$ cat config.mk
export PLATFORM = sky130hd
export DESIGN_NAME = inst_queue
export DESIGN_NICKNAME = d
export VERILOG_FILES = /design/src/rtl/inst_queue_pkg.sv /design/src/rtl/iq_ram.sv /design/src/rtl/inst_queue.sv
export SDC_FILE = /design/constraint.sdc
export NUM_CORES = 1
export LEC_CHECK = 0
export CAP_MARGIN = 5
export CORE_UTILIZATION = 55
export DETAILED_ROUTE_END_ITERATION = 10
export PLACE_DENSITY_LB_ADDON = 0.3
export SETUP_SLACK_MARGIN = 0.05
export SKIP_CTS_REPAIR_TIMING = 1
export SYNTH_ARGS = -nofsm -noshare
export SYNTH_HDL_FRONTEND = slang
export SYNTH_SLANG_ARGS = --single-unit
$ cat constraint.sdc
create_clock -name clk_in -period 14.77 [get_ports clk_in]
set_input_delay 2.954 -clock clk_in [delete_from_list [all_inputs] [get_ports clk_in]]
set_output_delay 2.954 -clock clk_in [all_outputs]
set_load 0.05 [all_outputs]
$ cat src/rtl/inst_queue_pkg.sv
// ---------------------------------------------------------------------------
// inst_queue_pkg
//   Shared widths, queue sizing defaults and the stored entry type for the
//   instruction queue that sits between instruction fetch and the decoder.
//   IQ_ID_WIDTH / IQ_ADDR_WIDTH : instruction word and pc widths
//   IQ_DEPTH / IQ_SLACK         : default queue depth and almost-full margin
//   iq_entry_t                  : one buffered {inst, pc} pair
// ---------------------------------------------------------------------------
package inst_queue_pkg;

    localparam int IQ_ID_WIDTH   = 32;
    localparam int IQ_ADDR_WIDTH = 32;
    localparam int IQ_DEPTH      = 16;
    localparam int IQ_SLACK      = 2;

    typedef struct packed {
        logic [IQ_ID_WIDTH-1:0]   inst;
        logic [IQ_ADDR_WIDTH-1:0] pc;
    } iq_entry_t;

endpackage

$ cat src/rtl/iq_ram.sv
// ---------------------------------------------------------------------------
// iq_ram
//   Storage array for the instruction queue: DEPTH entries of iq_entry_t,
//   one synchronous write port and one asynchronous read port. Contents are
//   not reset; occupancy tracking in the parent decides what is valid.
//   Ports:
//     clk_in      : clock
//     wr_en_in    : write strobe
//     wr_addr_in  : write index
//     wr_data_in  : entry to store
//     rd_addr_in  : read index
//     rd_data_out : entry at rd_addr_in (combinational)
// ---------------------------------------------------------------------------
module iq_ram
    import inst_queue_pkg::*;
#(
    parameter int DEPTH = IQ_DEPTH,
    parameter int AW    = $clog2(DEPTH)
) (
    input  logic          clk_in,
    input  logic          wr_en_in,
    input  logic [AW-1:0] wr_addr_in,
    input  iq_entry_t     wr_data_in,
    input  logic [AW-1:0] rd_addr_in,
    output iq_entry_t     rd_data_out
);

    iq_entry_t mem_q [DEPTH];

    always_ff @(posedge clk_in) begin
        if (wr_en_in) begin
            mem_q[wr_addr_in] <= wr_data_in;
        end
    end

    // Head entry must be visible in the same cycle the count becomes non-zero.
    assign rd_data_out = mem_q[rd_addr_in];

endmodule

$ cat src/rtl/inst_queue.sv
// ---------------------------------------------------------------------------
// inst_queue
//   Instruction FIFO between fetch and decode. Buffers fetched {inst, pc}
//   pairs, presents the oldest to the decoder, flushes on a JAL redirect or a
//   ROB mispredict flush, and raises almost-full early so fetch can stop
//   while its in-flight requests still have room.
//   Ports:
//     clk_in, rst_n_in               : clock, async active-low reset
//     rdy_in                         : global ready, low freezes all state
//     if_instqueue_en_in/_inst_in/_pc_in : push from fetch
//     instqueue_if_full_out          : almost-full back-pressure to fetch
//     instqueue_decoder_en_out/_inst_out/_pc_out : head entry to decoder
//     decoder_instqueue_rdy_in       : decoder consumes head
//     decoder_instqueue_rst_in       : flush (JAL redirect)
//     rob_instqueue_rst_in           : flush (mispredict / exception)
//     instqueue_overflow_out         : sticky, push seen while completely full
// ---------------------------------------------------------------------------
module inst_queue
    import inst_queue_pkg::*;
#(
    parameter int DEPTH = IQ_DEPTH,
    parameter int SLACK = IQ_SLACK
) (
    input  logic                     clk_in,
    input  logic                     rst_n_in,
    input  logic                     rdy_in,
    input  logic                     if_instqueue_en_in,
    input  logic [IQ_ID_WIDTH-1:0]   if_instqueue_inst_in,
    input  logic [IQ_ADDR_WIDTH-1:0] if_instqueue_pc_in,
    output logic                     instqueue_if_full_out,
    output logic                     instqueue_decoder_en_out,
    output logic [IQ_ID_WIDTH-1:0]   instqueue_decoder_inst_out,
    output logic [IQ_ADDR_WIDTH-1:0] instqueue_decoder_pc_out,
    input  logic                     decoder_instqueue_rdy_in,
    input  logic                     decoder_instqueue_rst_in,
    input  logic                     rob_instqueue_rst_in,
    output logic                     instqueue_overflow_out
);

    localparam int PTR_W = $clog2(DEPTH);
    localparam int CNT_W = PTR_W + 1;
    localparam logic [CNT_W-1:0] DEPTH_CNT = CNT_W'(DEPTH);
    localparam logic [CNT_W-1:0] AFULL_CNT = CNT_W'(DEPTH - SLACK);

    logic [PTR_W-1:0] head_q, head_d;
    logic [PTR_W-1:0] tail_q, tail_d;
    logic [CNT_W-1:0] count_q, count_d;
    logic             overflow_q, overflow_d;

    logic      flush;
    logic      has_room;
    logic      push;
    logic      pop;
    logic      wr_en;
    iq_entry_t wr_entry;
    iq_entry_t head_entry;

    assign flush    = decoder_instqueue_rst_in | rob_instqueue_rst_in;
    assign has_room = (count_q != DEPTH_CNT);
    assign push     = if_instqueue_en_in & has_room;
    assign pop      = (count_q != '0) & decoder_instqueue_rdy_in;
    // Storage is only written when the push actually commits.
    assign wr_en    = rdy_in & ~flush & push;

    assign wr_entry.inst = if_instqueue_inst_in;
    assign wr_entry.pc   = if_instqueue_pc_in;

    iq_ram #(
        .DEPTH (DEPTH),
        .AW    (PTR_W)
    ) u_ram (
        .clk_in      (clk_in),
        .wr_en_in    (wr_en),
        .wr_addr_in  (tail_q),
        .wr_data_in  (wr_entry),
        .rd_addr_in  (head_q),
        .rd_data_out (head_entry)
    );

    always_comb begin
        head_d     = head_q;
        tail_d     = tail_q;
        count_d    = count_q;
        overflow_d = overflow_q;
        if (rdy_in) begin
            if (flush) begin
                // Flush wins over same-cycle push/pop; overflow is kept.
                head_d  = '0;
                tail_d  = '0;
                count_d = '0;
            end else begin
                if (push) begin
                    tail_d = tail_q + PTR_W'(1);
                end
                if (pop) begin
                    head_d = head_q + PTR_W'(1);
                end
                unique case ({push, pop})
                    2'b10:   count_d = count_q + CNT_W'(1);
                    2'b01:   count_d = count_q - CNT_W'(1);
                    default: count_d = count_q;
                endcase
                // Judged on the pre-pop count: a pop in the same cycle does
                // not rescue a push that arrived while completely full.
                if (if_instqueue_en_in && !has_room) begin
                    overflow_d = 1'b1;
                end
            end
        end
    end

    always_ff @(posedge clk_in or negedge rst_n_in) begin
        if (!rst_n_in) begin
            head_q     <= '0;
            tail_q     <= '0;
            count_q    <= '0;
            overflow_q <= 1'b0;
        end else begin
            head_q     <= head_d;
            tail_q     <= tail_d;
            count_q    <= count_d;
            overflow_q <= overflow_d;
        end
    end

    assign instqueue_decoder_en_out   = (count_q != '0);
    assign instqueue_decoder_inst_out = head_entry.inst;
    assign instqueue_decoder_pc_out   = head_entry.pc;
    assign instqueue_if_full_out      = (count_q >= AFULL_CNT);
    assign instqueue_overflow_out     = overflow_q;

endmodule

==> results of run 1 <==
-- synthesized netlist by cell type, types with 2 or more instances --
master                     number
sky130_fd_sc_hd__a21oi_1        7
sky130_fd_sc_hd__a32o_1         2
sky130_fd_sc_hd__and2_1         8
sky130_fd_sc_hd__and4_1         2
sky130_fd_sc_hd__buf_1         17
sky130_fd_sc_hd__buf_2          8
sky130_fd_sc_hd__buf_6         25
sky130_fd_sc_hd__clkbuf_1      28
sky130_fd_sc_hd__dfrtp_1       14
sky130_fd_sc_hd__edfxtp_1    1024
sky130_fd_sc_hd__ha_1           7
sky130_fd_sc_hd__inv_1         13
sky130_fd_sc_hd__mux4_2       320
sky130_fd_sc_hd__nand2_1       17
sky130_fd_sc_hd__nand3_1        3
sky130_fd_sc_hd__nand4_1        2
sky130_fd_sc_hd__nor2_1         9
sky130_fd_sc_hd__nor4_1         4
sky130_fd_sc_hd__o211ai_1       2
sky130_fd_sc_hd__o21ai_0       15
sky130_fd_sc_hd__or3_1          2
sky130_fd_sc_hd__xnor2_1        3
-- registers in the layout, summed over array words and instances, names as in the netlist --
name                    count
count_q                     5
instqueue_overflow_out      1
u_ram.mem_q              1024
tail_q                      4
head_q                      4
-- metal layers --
layer | GRT usage (%) | part of all wire, % | vias to the layer above
met5 | 0 | 0.054 | -
met4 | 6.39 | 2.0 | 6
met3 | 4.13 | 7.0 | 117
met2 | 38.3 | 52 | 718
met1 | 31.3 | 39 | 9363
li1 | - | - | 7163
-- kinds of logic after synthesis --
group           synth area share [%]
compound gates                 0.721
xor+xnor                      0.0886
simple gates                   0.746
buf+inv                         1.38
fa+ha+maj                      0.221
mux                             18.2
flops                           78.6
-- cells in the final DEF, fill, tap and decap left out, types with 8 or more instances in the layout --
cell	netlist	final
sky130_fd_sc_hd__clkbuf_1	28	16
sky130_fd_sc_hd__bufinv_16	0	8
sky130_fd_sc_hd__dfrtp_1	14	10
sky130_fd_sc_hd__clkinv_1	0	20
sky130_fd_sc_hd__inv_1	13	13
sky130_fd_sc_hd__buf_4	1	26
sky130_fd_sc_hd__clkbuf_16	0	103
sky130_fd_sc_hd__clkdlybuf4s50_1	0	137
sky130_fd_sc_hd__nand2_1	17	17
sky130_fd_sc_hd__clkinv_2	0	21
sky130_fd_sc_hd__edfxtp_1	1024	1024
sky130_fd_sc_hd__and2_4	0	8
sky130_fd_sc_hd__o21ai_0	15	15
sky130_fd_sc_hd__mux4_2	320	320
-- power groups by stage --
stage                     Clock (mW)  Sequential, mW  Combinational (mW)
after floorplan                    0            3.31               0.110
after global placement             0            3.31               0.180
after detailed placement           0            3.31               0.186
after CTS                       2.49            3.25               0.187
after global routing            2.60            3.25               0.198
final                           2.45            3.25               0.185
-- how the worst min path moves through the flow --
stage / slack (ps) / end / startpoint / cells after the start
final: 490 / instqueue_overflow_out / instqueue_overflow_out / 1
after global routing: 520 / instqueue_overflow_out / instqueue_overflow_out / 1
after CTS: 490 / instqueue_overflow_out / instqueue_overflow_out / 1
after detailed placement: 470 / instqueue_overflow_out / instqueue_overflow_out / 1
after global placement: 460 / instqueue_overflow_out / instqueue_overflow_out / 1
after floorplan: 530 / tail_q[0] / tail_q[0] / 1
-- metrics by stage --
step	utilization (%)	area (um^2)	std cells	setup WS [ps]	hold WS, ps
after global placement	59.4	41900	2580	7270	463
final	63.8	45100	2759	6580	495
after CTS	63.8	45100	2756	6530	494
after floorplan	-	39600	1554	4500	525
after detailed placement	59.4	41900	2580	7240	475
after global routing	63.8	45100	2758	6400	520
-- layout make-up --
type	count	area (um^2)	area share, %
clock inverter	57	502	1.11
multi-input combinational	424	8000	17.7
inverter	13	48.8	0.108
antenna	3	7.51	0.0167
clock buffer	119	2640	5.85
sequential	1038	31100	69.0
tap	940	1180	2.61
timing repair buffer	165	1610	3.56
-- critical path, stage by stage, from the launching register on --
cell,delay (ps)
sky130_fd_sc_hd__dfrtp_4,960
sky130_fd_sc_hd__buf_4,780
sky130_fd_sc_hd__buf_4,1010
sky130_fd_sc_hd__mux4_2,410
sky130_fd_sc_hd__mux4_2,490
sky130_fd_sc_hd__clkdlybuf4s50_1,780
==> impl_results.md, run 1 <==
* Max Root-Sink Buffers at 3
* Run status: finished clean
* Reg-to-Reg Start: count_q[2]
* H-tree levels at 3
* Cts bufs inserted at 100
* Worst-case clock skew at 14.9 ps
* Layout cell share with drive strength beyond 1 at 28.4%
* Syn_nets at approximately 1,600
* Total setup violations reported at the end of the flow at 0
* Pin count of the biggest net entering global routing at around 120
* First-pass GRT wire length at 121,000 um
* # IOs at 138
* RSZ-0062 raised after global routing: no
* Clock transition at the registers of the reported paths at approximately 60 ps
* GP Congestion at 0.769
* Transition at the pin with the smallest max-transition slack at roughly 1200 ps
* Port Buffer Count at 137
* Setup crit start kind: flip-flop
* P&R area growth vs syn at 14.0%
* Class of the worst hold path: flip-flop to flip-flop
* Worst supply voltage drop on vdd at between 80 and 90 uV
* Die width at 270 um
* Switching Power at 1.16 mW
* Flip-flop and latch count after synthesis at about 1,000
* Required time at the endpoint of the critical path at 11,820 ps
* Cell Area, Synth at slightly below 40,000 um^2
* Pwr per Cell Area at 131 nW/um^2
* Number of slew-limit violations in the final report at 0
* CTS tree: built
* Leading area contributor after synthesis: sky130_fd_sc_hd__edfxtp_1
* Row Count at 97
* Share of synthesized registers carrying an async set or reset at 1.35%
* Final hold violations at 0
* CP endpoint: instqueue_decoder_pc_out[4]
* DRT iter0 DRCs at 1,712
* Pre-antenna DRT Iters at 5
* Arrival time at the worst endpoint at roughly 5200 ps
* Ratio of final minimum period to clock period at 55.5%
* Sum of net half-perimeters after detailed placement at 39,200 um
* RR Endpoint: u_ram.mem_q[10][37]
* Clock insertion delay at the later pin of the skew report at 650 ps
* Clock root buffer: sky130_fd_sc_hd__clkbuf_16
* Lkg Pwr at 13.5 nW
* Total Die Area at 73,000 um^2
* Proportion of netlist area held by the largest area contributor at 77.7%
* Flip-flop cell with the highest count after synthesis: sky130_fd_sc_hd__edfxtp_1
* Die boundary height at 270 um
* Detail-routed via count per cell at 6.29
* Wire per inst at 29.5 um
* Critical-path maximum fanout at 83
* Initial antenna violation count at 6
* Grt ovf at 0
* Global router's overall resource usage at 22.9%
* Flop pwr share at 55.2%
* CTS Sinks at 1,038
* Core area at 70,600 um^2
* Clock share of power at 41.7%
* Worst-case register-to-register setup slack at 11,110 ps
* Post-synth cell types at 44
* Number of violations of the max-capacitance limit at 0
* Per-instance average area after synthesis at 25.5 um^2
* Total power of the final layout at 5.88 mW
* Total detailed-routing wirelength at 81,500 um
* Post-route ant nets at 0
* Min Tclk post-route at 8190 ps
* Part of the Yosys area used for sequential elements at 78.6%
* Post-Route Setup TNS at 0 ps
* Setup crit end kind: output pin
* Final layout net count at about 1,800
* Fill cell instance count of the final layout at about 4,500
* Warnings, synthesis at 0
* Fraction of power spent switching nets at 19.7%
* Final routed DRC violation total at 0
* Cells on worst reg2reg path at 6
* Class of the most critical setup path: flip-flop to output pin
* Mapped Cells at 1,554
* Detailed-route via count at 17,367
* Cell internal pwr at 4.73 mW
* Area contributors post-synth: sky130_fd_sc_hd__edfxtp_1 78%, sky130_fd_sc_hd__mux4_2 18%, sky130_fd_sc_hd__dfrtp_1 0.89%, sky130_fd_sc_hd__buf_6 0.71%, sky130_fd_sc_hd__clkbuf_1 0.27%
* Max Fclk at about 120 MHz
* Number of flops mapped to enable cells by yosys at 1,024
* Starting density of the core at 56.0%
* Combinational share of power at approximately 3.1%
* Worst setup path startpoint: head_q[1]
* Relative slew slack at between 20 and 25%
* Vias in the first global route at around 19,000
No activity file was read; power rests on OpenSTA's default activity.
==> run 2, diff against run 1 <==
Clock period 14.77 ns to 7.2 ns, I/O delays scaled along.
==> impl_results.md, run 2 (synthesis results as in run 1) <==
* Transition at the pin with the smallest max-transition slack at just over 1000 ps
* Pin count of the biggest net entering global routing at 106
* Clock transition at the registers of the reported paths at 60 ps
* Cells on worst reg2reg path at 5
* Relative slew slack at 30.7%
* P&R area growth vs syn at 14.7%
* Number of violations of the max-capacitance limit at 0
* CP endpoint: instqueue_decoder_inst_out[28]
* Clock insertion delay at the later pin of the skew report at 650 ps
* Setup crit start kind: flip-flop
* Critical-path maximum fanout at 42
* Detailed-route via count at 17,631
* Die boundary height at 270 um
* Starting density of the core at 56.0%
* Clock root buffer: sky130_fd_sc_hd__clkbuf_16
* Post-route ant nets at 0
* # IOs at around 140
* Worst setup path startpoint: head_q[0]
* Most frequent cells in the layout: 1,024 x sky130_fd_sc_hd__edfxtp_1, 320 x sky130_fd_sc_hd__mux4_2, 137 x sky130_fd_sc_hd__clkdlybuf4s50_1
* Cts bufs inserted at 101
* Final hold violations at 0
* Total setup violations reported at the end of the flow at 0
* GP Congestion at 0.751
* Worst-path cell chain: buf_4 -> mux4_2 -> mux4_2 -> clkdlybuf4s50_1
* RR Endpoint: u_ram.mem_q[13][37]
* Core area at 70,600 um^2
* Total Die Area at 73,000 um^2
* CTS Sinks at ~1,000
* Final layout net count at approximately 1,800
* Post-Route Setup TNS at 0 ps
* Reg-to-Reg Start: count_q[1]
* Max Fclk at 180 MHz
* Final core occ at 64.3%
* Class of the worst hold path: flip-flop to flip-flop
* Global router's overall resource usage at 23.5%
* CTS tree: built
* Pwr per Cell Area at between 200 and 300 nW/um^2
* Initial antenna violation count at 5
* Grt ovf at 0
* RSZ-0062 raised after global routing: no
* Ratio of final minimum period to clock period at 77.2%
* Required time at the endpoint of the critical path at 5760 ps
* Largest registers in the final layout: u_ram.mem_q (1024), count_q (5)
* Buf+Inv Stages, Crit Path at 2
* Pre-antenna DRT Iters at 5
* Final hold slack at approximately 500 ps
* Die width at about 270 um
* HP Start: instqueue_overflow_out
* Row Count at 97
* Critical-path cell with the highest stage delay: sky130_fd_sc_hd__dfrtp_4
* Setup crit end kind: output pin
* Largest stage delay, worst path at 1040 ps
* Worst-case clock skew at 18.3 ps
* Final routed DRC violation total at 0
* Max FFs per register at 1,024
* Min Tclk post-route at ~5600 ps
* Sum of net half-perimeters after detailed placement at 41,600 um
* DRT iter0 DRCs at slightly above 2,000
* Total detailed-routing wirelength at 83,400 um
* First-pass GRT wire length at 124,000 um
* Arrival time at the worst endpoint at 4120 ps
* Lkg Pwr at 13.7 nW
* Run status: finished clean
* Max Root-Sink Buffers at 3
* Layout cell share with drive strength beyond 1 at approximately 29%
* Cell family contributing the most delay on the critical path: buffers and inverters
* Number of slew-limit violations in the final report at 0
* Most numerous cell on the critical path: sky130_fd_sc_hd__mux4_2
* Worst-case register-to-register setup slack at approximately 3800 ps
* Register containing the most flip-flops in the final layout: u_ram.mem_q
* Class of the most critical setup path: flip-flop to output pin
* Crit path depth at 4
* Most common cell after layout, fill and taps aside: sky130_fd_sc_hd__edfxtp_1
* H-tree levels at 3
* Wire per inst at 30.0 um
* Vias in the first global route at 18,628
* Detail-routed via count per cell at 6.34
* Worst supply voltage drop on vdd at 211 uV
* Port Buffer Count at 137
-- run 2: layout make-up --
class	instances	area, um^2
clock inverter	73	647
antenna	1	2.50
tap	940	1180
sequential	1038	31100
fill	4499	25300
multi-input combinational	424	8000
inverter	13	48.8
timing repair buffer	175	1820
clock buffer	115	2580
-- run 2: per-layer routing --
metal | share of wire (%) | global-route usage [%] | vias to the layer above
met1 | 40 | 33.2 | 9521
li1 | - | - | 7198
met2 | 50 | 38.0 | 769
met5 | 0.064 | 0 | -
met3 | 7.2 | 4.37 | 135
met4 | 1.9 | 6.50 | 8
-- run 2: worst min-delay path by stage --
stage / end / slack (ps) / cells after the start
after global placement: instqueue_overflow_out / 460 / 1
after floorplan: tail_q[0] / 530 / 1
after detailed placement: instqueue_overflow_out / 480 / 1
final: instqueue_overflow_out / 500 / 1
after CTS: instqueue_overflow_out / 500 / 1
after global routing: instqueue_overflow_out / 510 / 1
-- run 2: worst register-to-register path, stage by stage (launching register included) --
cell	delay (ps)
sky130_fd_sc_hd__dfrtp_1	590
sky130_fd_sc_hd__nor4_4	130
sky130_fd_sc_hd__a21oi_1	460
sky130_fd_sc_hd__and4_1	370
sky130_fd_sc_hd__and2_4	870
sky130_fd_sc_hd__buf_4	580
-- run 2: stage by stage --
step | std cells | instance area (um^2) | total power, mW | setup slack, ps
2_1_floorplan | 1554 | 39600 | 7.01 | -1560
3_3_place_gp | 2590 | 42200 | 7.17 | 2230
3_5_place_dp | 2590 | 42200 | 7.18 | 2230
4_1_cts | 2778 | 45400 | 12.3 | 1500
5_1_grt | 2778 | 45400 | 12.5 | 1370
6_report | 2779 | 45400 | 12.2 | 1640
-- run 2: power by group --
| group | total, mW | leakage [nW] | switching (mW) | internal, mW |
|---|---|---|---|---|
| combinational | 0.389 | 2.68 | 0.225 | 0.164 |
| sequential | 6.66 | 9.39 | 0.0137 | 6.65 |
| clock | 5.16 | 1.58 | 2.19 | 2.97 |
| total | 12.2 | 13.7 | 2.43 | 9.78 |
